### config.mk
export PLATFORM = sky130hd
export DESIGN_NAME = ps2_host_tx
export DESIGN_NICKNAME = d
export VERILOG_FILES = /design/src/rtl/ps2_defs.sv /design/src/rtl/ps2_sync_edge.sv /design/src/rtl/ps2_host_tx.sv
export SDC_FILE = /design/constraint.sdc
export NUM_CORES = 1
export LEC_CHECK = 0
export BUFFER_PORTS_ARGS = -buffer_cell sky130_fd_sc_hd__buf_2
export CAP_MARGIN = 20
export CORE_ASPECT_RATIO = 0.6
export CORE_MARGIN = 8
export CORE_UTILIZATION = 59
export CTS_CLUSTER_DIAMETER = 150
export CTS_CLUSTER_SIZE = 25
export DETAILED_ROUTE_END_ITERATION = 10
export PLACE_DENSITY = 0.75
export SYNTH_ARGS = -nofsm -noshare
export SYNTH_HDL_FRONTEND = slang
export SYNTH_SLANG_ARGS = --single-unit
export TNS_END_PERCENT = 100
### constraint.sdc
create_clock -name clk -period 2.36 [get_ports clk]
set_clock_uncertainty 0.2 [all_clocks]
set_input_delay 0.236 -clock clk [delete_from_list [all_inputs] [get_ports clk]]
set_output_delay 0.236 -clock clk [all_outputs]
set_load 0.03 [all_outputs]
### src/rtl/ps2_defs.sv
// Shared PS/2 definitions: FSM state codes,
// command bytes and the frame parity helper.
package ps2_defs;

  localparam logic [2:0] ST_IDLE = 3'd0;
  localparam logic [2:0] ST_INHIBIT = 3'd1;
  localparam logic [2:0] ST_SHIFT = 3'd2;
  localparam logic [2:0] ST_ACK = 3'd3;
  localparam logic [2:0] ST_WAIT = 3'd4;

  localparam logic [7:0] CMD_SET_LED = 8'hED;
  localparam logic [7:0] CMD_RESET = 8'hFF;
  localparam logic [7:0] CMD_ENABLE = 8'hF4;
  localparam logic [7:0] RSP_ACK = 8'hFA;

  // Odd parity: data bits plus parity bit
  // always hold an odd number of ones.
  function automatic logic odd_parity(
    input logic [7:0] d
  );
    return ~^d;
  endfunction

endpackage

### src/rtl/ps2_sync_edge.sv
// 2-FF synchroniser for a raw PS/2 line plus a
// one-cycle falling-edge pulse; ports: clk, reset_n, din -> sync, fall.
module ps2_sync_edge (
  input  logic clk,
  input  logic reset_n,
  input  logic din,
  output logic sync,
  output logic fall
);

  logic [2:0] sh_q;
  logic [2:0] sh_d;

  always_comb sh_d = {sh_q[1:0], din};

  // Lines idle high, so reset to 1 to avoid
  // a false fall right after reset.
  always_ff @(posedge clk or negedge reset_n) begin
    if (!reset_n) sh_q <= 3'b111;
    else          sh_q <= sh_d;
  end

  assign sync = sh_q[1];
  assign fall = sh_q[2] & ~sh_q[1];

endmodule

### src/rtl/ps2_host_tx.sv
// PS/2 host-to-device command transmitter with inhibit, RTS, frame, ACK.
// Ports: tx_* request/status, ps2*_in raw lines, ps2*_drv pull-low enables.
module ps2_host_tx
  import ps2_defs::*;
#(
  parameter int INHIBIT_CYCLES = 1000,
  parameter int TIMEOUT_CYCLES = 200000
) (
  input  logic       clk,
  input  logic       reset_n,
  input  logic [7:0] tx_data,
  input  logic       tx_valid,
  output logic       tx_ready,
  output logic       tx_busy,
  output logic       tx_done,
  output logic       tx_error,
  input  logic       ps2clk_in,
  input  logic       ps2dat_in,
  output logic       ps2clk_drv,
  output logic       ps2dat_drv
);

  localparam int CMAX = (INHIBIT_CYCLES > TIMEOUT_CYCLES) ?
                        INHIBIT_CYCLES : TIMEOUT_CYCLES;
  localparam int CW = $clog2(CMAX + 1);
  // Start bit goes out one cycle before the
  // clock release, so clk is low INHIBIT_CYCLES.
  localparam logic [CW-1:0] INH_LAST = CW'(INHIBIT_CYCLES - 2);
  localparam logic [CW-1:0] TO_LAST = CW'(TIMEOUT_CYCLES - 1);

  logic          clk_s;
  logic          clk_fall;
  logic          dat_s;
  logic          unused_dat_fall;

  logic [2:0]    state_q, state_d;
  logic [CW-1:0] cnt_q, cnt_d;
  logic [CW-1:0] cnt_inc;
  logic [3:0]    bitcnt_q, bitcnt_d;
  logic [9:0]    sreg_q, sreg_d;
  logic          clk_drv_q, clk_drv_d;
  logic          dat_drv_q, dat_drv_d;
  logic          done_q, done_d;
  logic          err_q, err_d;
  logic          tmo;

  ps2_sync_edge u_clk_sync (
    .clk     (clk),
    .reset_n (reset_n),
    .din     (ps2clk_in),
    .sync    (clk_s),
    .fall    (clk_fall)
  );

  ps2_sync_edge u_dat_sync (
    .clk     (clk),
    .reset_n (reset_n),
    .din     (ps2dat_in),
    .sync    (dat_s),
    .fall    (unused_dat_fall)
  );

  assign cnt_inc = (cnt_q == '1) ? cnt_q : cnt_q + CW'(1);
  assign tmo     = (cnt_q == TO_LAST);

  always_comb begin
    state_d   = state_q;
    cnt_d     = cnt_q;
    bitcnt_d  = bitcnt_q;
    sreg_d    = sreg_q;
    clk_drv_d = clk_drv_q;
    dat_drv_d = dat_drv_q;
    done_d    = 1'b0;
    err_d     = err_q;
    unique case (state_q)
      ST_IDLE: begin
        if (tx_valid) begin
          sreg_d    = {1'b1, odd_parity(tx_data), tx_data};
          err_d     = 1'b0;
          cnt_d     = '0;
          clk_drv_d = 1'b1;
          dat_drv_d = 1'b0;
          state_d   = ST_INHIBIT;
        end
      end
      ST_INHIBIT: begin
        if (dat_drv_q) begin
          clk_drv_d = 1'b0;
          cnt_d     = '0;
          bitcnt_d  = '0;
          state_d   = ST_SHIFT;
        end else begin
          cnt_d = cnt_inc;
          if (cnt_q == INH_LAST) dat_drv_d = 1'b1;
        end
      end
      ST_SHIFT, ST_ACK, ST_WAIT: begin
        cnt_d = cnt_inc;
        // Timeout beats a simultaneous clock fall.
        if (tmo) begin
          clk_drv_d = 1'b0;
          dat_drv_d = 1'b0;
          err_d     = 1'b1;
          done_d    = 1'b1;
          state_d   = ST_IDLE;
        end else if (state_q == ST_SHIFT) begin
          if (clk_fall) begin
            dat_drv_d = ~sreg_q[0];
            sreg_d    = {1'b0, sreg_q[9:1]};
            bitcnt_d  = bitcnt_q + 4'd1;
            if (bitcnt_q == 4'd9) state_d = ST_ACK;
          end
        end else if (state_q == ST_ACK) begin
          if (clk_fall) begin
            err_d   = dat_s;
            state_d = ST_WAIT;
          end
        end else if (clk_s & dat_s) begin
          done_d  = 1'b1;
          state_d = ST_IDLE;
        end
      end
      default: begin
        clk_drv_d = 1'b0;
        dat_drv_d = 1'b0;
        state_d   = ST_IDLE;
      end
    endcase
  end

  always_ff @(posedge clk or negedge reset_n) begin
    if (!reset_n) begin
      state_q   <= ST_IDLE;
      cnt_q     <= '0;
      bitcnt_q  <= '0;
      sreg_q    <= '0;
      clk_drv_q <= 1'b0;
      dat_drv_q <= 1'b0;
      done_q    <= 1'b0;
      err_q     <= 1'b0;
    end else begin
      state_q   <= state_d;
      cnt_q     <= cnt_d;
      bitcnt_q  <= bitcnt_d;
      sreg_q    <= sreg_d;
      clk_drv_q <= clk_drv_d;
      dat_drv_q <= dat_drv_d;
      done_q    <= done_d;
      err_q     <= err_d;
    end
  end

  assign tx_ready   = (state_q == ST_IDLE);
  assign tx_busy    = ~tx_ready;
  assign tx_done    = done_q;
  assign tx_error   = err_q;
  assign ps2clk_drv = clk_drv_q;
  assign ps2dat_drv = dat_drv_q;

endmodule

==> metrics.cfg <==
[outcome]
status=finished clean

[yosys]
synth_edf_count=0
yosysSeqAreaShare_pct=45.2
ys_warn_count=0
synth.area.top_cells=dfrtp_1, dfstp_2, xnor2_1, mux2i_1, nor2_1
ys.flop_type=dfrtp_1
synth_most_common_cell=dfrtp_1
yosys.area.top_type_share_pct=39.9
yosys-top-cells-count=dfrtp_1, nor2_1, nand2_1
yosys.area.top_type=dfrtp_1
synth_fp_nets=270
ys_ff_latch=44
synthesis.area_um2=2450
async_flop_share_pct=100
synthDistinctLibCells=52
synth_area_per_cell_um2=9.68
syn_inst=253

[global_routing]
grt_use_total_pct=18.1
antenna_found_initial=0
grt_pass1_wl_mm=9.38
grt_max_degree=24
grt_pass1_vias=1841
grt-ovfl-total=0

[timing]
tightest_slew_ns=0.563
slew_violations=0
hold_viol=0
setup_viol=0
maxSlewHeadroom_pct=62.2
fin_hold_ws_ns=0.0634
clock.fmax_mhz=453
setup-tns-final_ns=0
rsz0062_at_grt=false
period_share_pct=93.5
period_needed_ns=2.21

[detailed_routing]
viasPerCell=6.12
wire_per_inst_um=17.0
drt-initial-drc-count=286
ant_nets=0
dr.pass1.iters=5
num_vias=2032
drc=0
drt_wl_total_mm=5.65

[placement]
gp_congestion=0.922
io_buffer_count=18
hpwl_mm=4.14

[setup_path]
crit_type=flip-flop to flip-flop
cp.required_ns=2.35
cp-start-kind=flip-flop
cp_data_arrival_time_ns=2.20
worstPathMaxFanout=12
crit_path_end_kind=flip-flop

[run]
drv_cap=0

[cts]
post_cts_buffers=0
cts_max_level=2
cts_tree=done
clk_pin_slew_ns=0.09
cts_max_path_buffers=2
clock_latency_ns=0.30
cts_root_buffer=clkbuf_8
numClockSinks=44
cts_made_buffers=5

[die]
dieWidth_um=99.2
num_io_pins=19
die_area_um2=6540
core_um2=4050
fp-row-count=18
start_util_pct=60.4
die_y_um=65.9

[power]
power_density_nw_per_um2=793
leakage_nw=1.28
max-vdd-ir-drop_mv=0.488

[finish]
antennaDiodeCount=0
syn2layout_area_growth_pct=13.9
finish.net_count=298
num-fill-cells=307
drive_above_1_share_pct=17.0

[min_path]
min_path_type=input pin to flip-flop

-- power by group --
group	internal, W	switching [W]
clock	0.000319	0.000274
combinational	0.000234	0.000392
sequential	0.000882	0.000112
total	0.00143	0.000777
-- state kept, by name (all words and copies together) (netlist names), 2 cells and up --
name             flops
bitcnt_q             4
state_q              3
cnt_q               18
u_dat_sync.sh_q      2
u_clk_sync.sh_q      3
sreg_q              10
-- per-stage QoR --
step | cell area [um^2] | setup WS, ns | power (W) | std cells | utilization (%)
floorplan | 2450 | 0.368 | 0.00142 | 253 | -
global route | 2790 | 0.00549 | 0.00234 | 332 | 68.8
CTS | 2780 | 0.0840 | 0.00221 | 332 | 68.6
detailed placement | 2640 | 0.0971 | 0.00161 | 321 | 65.0
global placement | 2640 | 0.175 | 0.00160 | 321 | 65.0
finish | 2790 | 0.154 | 0.00221 | 332 | 68.8
-- area by class of cell --
cell class | count | area, um^2 | area share, %
flip-flops and latches | 44 | 1110 | 39.7
clock inverters | 3 | 46.3 | 1.66
multi-input cells | 192 | 1270 | 45.7
repair buffers | 30 | 200 | 7.18
clock buffers | 5 | 68.8 | 2.47
inverters | 8 | 30.0 | 1.08
well taps | 50 | 62.6 | 2.24
-- routing by layer --
layer  up-vias  global-route usage, %  share of wire, %
met3         5                   4.41               8.2
met2        89                   23.5                39
met4         0                   5.06              0.80
met1       956                   28.2                52
li1        982                      -                 -
met5         -                      0                 0
-- kinds of logic (layout without fill, tap and decap cells) --
group | Yosys count | in the layout | synth area share [%]
AO/OA/AOI/OAI | 64 | 64 | 16.3
XOR/XNOR | 19 | 19 | 6.80
adder cells (fa/ha/maj) | 4 | 4 | 2.04
buffers and inverters | 17 | 46 | 3.07
flip-flops | 44 | 44 | 45.2
multiplexers | 13 | 13 | 5.37
AND/OR/NAND/NOR | 92 | 92 | 21.3
-- worst max-delay path, stage by stage (launching register included) --
cell      delay (ns)
dfrtp_1         0.52
or4_1           0.62
and4bb_2        0.32
o211ai_1        0.18
xor2_1          0.20
nor2_1          0.06
-- final timing paths --
check	depth (start not counted)	end	from	slack [ns]
max in group asynchronous	3	u_dat_sync.sh_q[1]$_DFF_PN1_	reset_n	1.13
min in group asynchronous	2	cnt_q[15]$_DFFE_PN0P_	reset_n	0.25
max	5	cnt_q[13]$_DFFE_PN0P_	state_q[1]$_DFFE_PN0P_	0.15
min	3	sreg_q[0]$_DFFE_PN0P_	tx_data[0]	0.06
max reg2reg	5	cnt_q[13]$_DFFE_PN0P_	state_q[1]$_DFFE_PN0P_	0.15
min reg2reg	0	u_clk_sync.sh_q[1]$_DFF_PN1_	u_clk_sync.sh_q[0]$_DFF_PN1_	0.16
-- timing repair --
action / in CTS / in global routing
gates resized for setup: 0 / 1
endpoints found under the setup margin: 0 / 7
hold buffers: 3 / 0
endpoints found under the hold margin: 23 / 0
-- cells in the final DEF, fill, tap and decap left out, drive strengths merged, types with 6 or more instances in the layout --
| cell type | instances |
|---|---|
| dfrtp | 39 |
| buf | 27 |
| nor2 | 25 |
| nand2 | 23 |
| o21ai | 21 |
| a21oi | 16 |
| xnor2 | 15 |
| mux2i | 12 |
| inv | 9 |
| nand4 | 6 |
| nand3 | 6 |
| a211oi | 6 |
(Power assumes the default switching activity.)
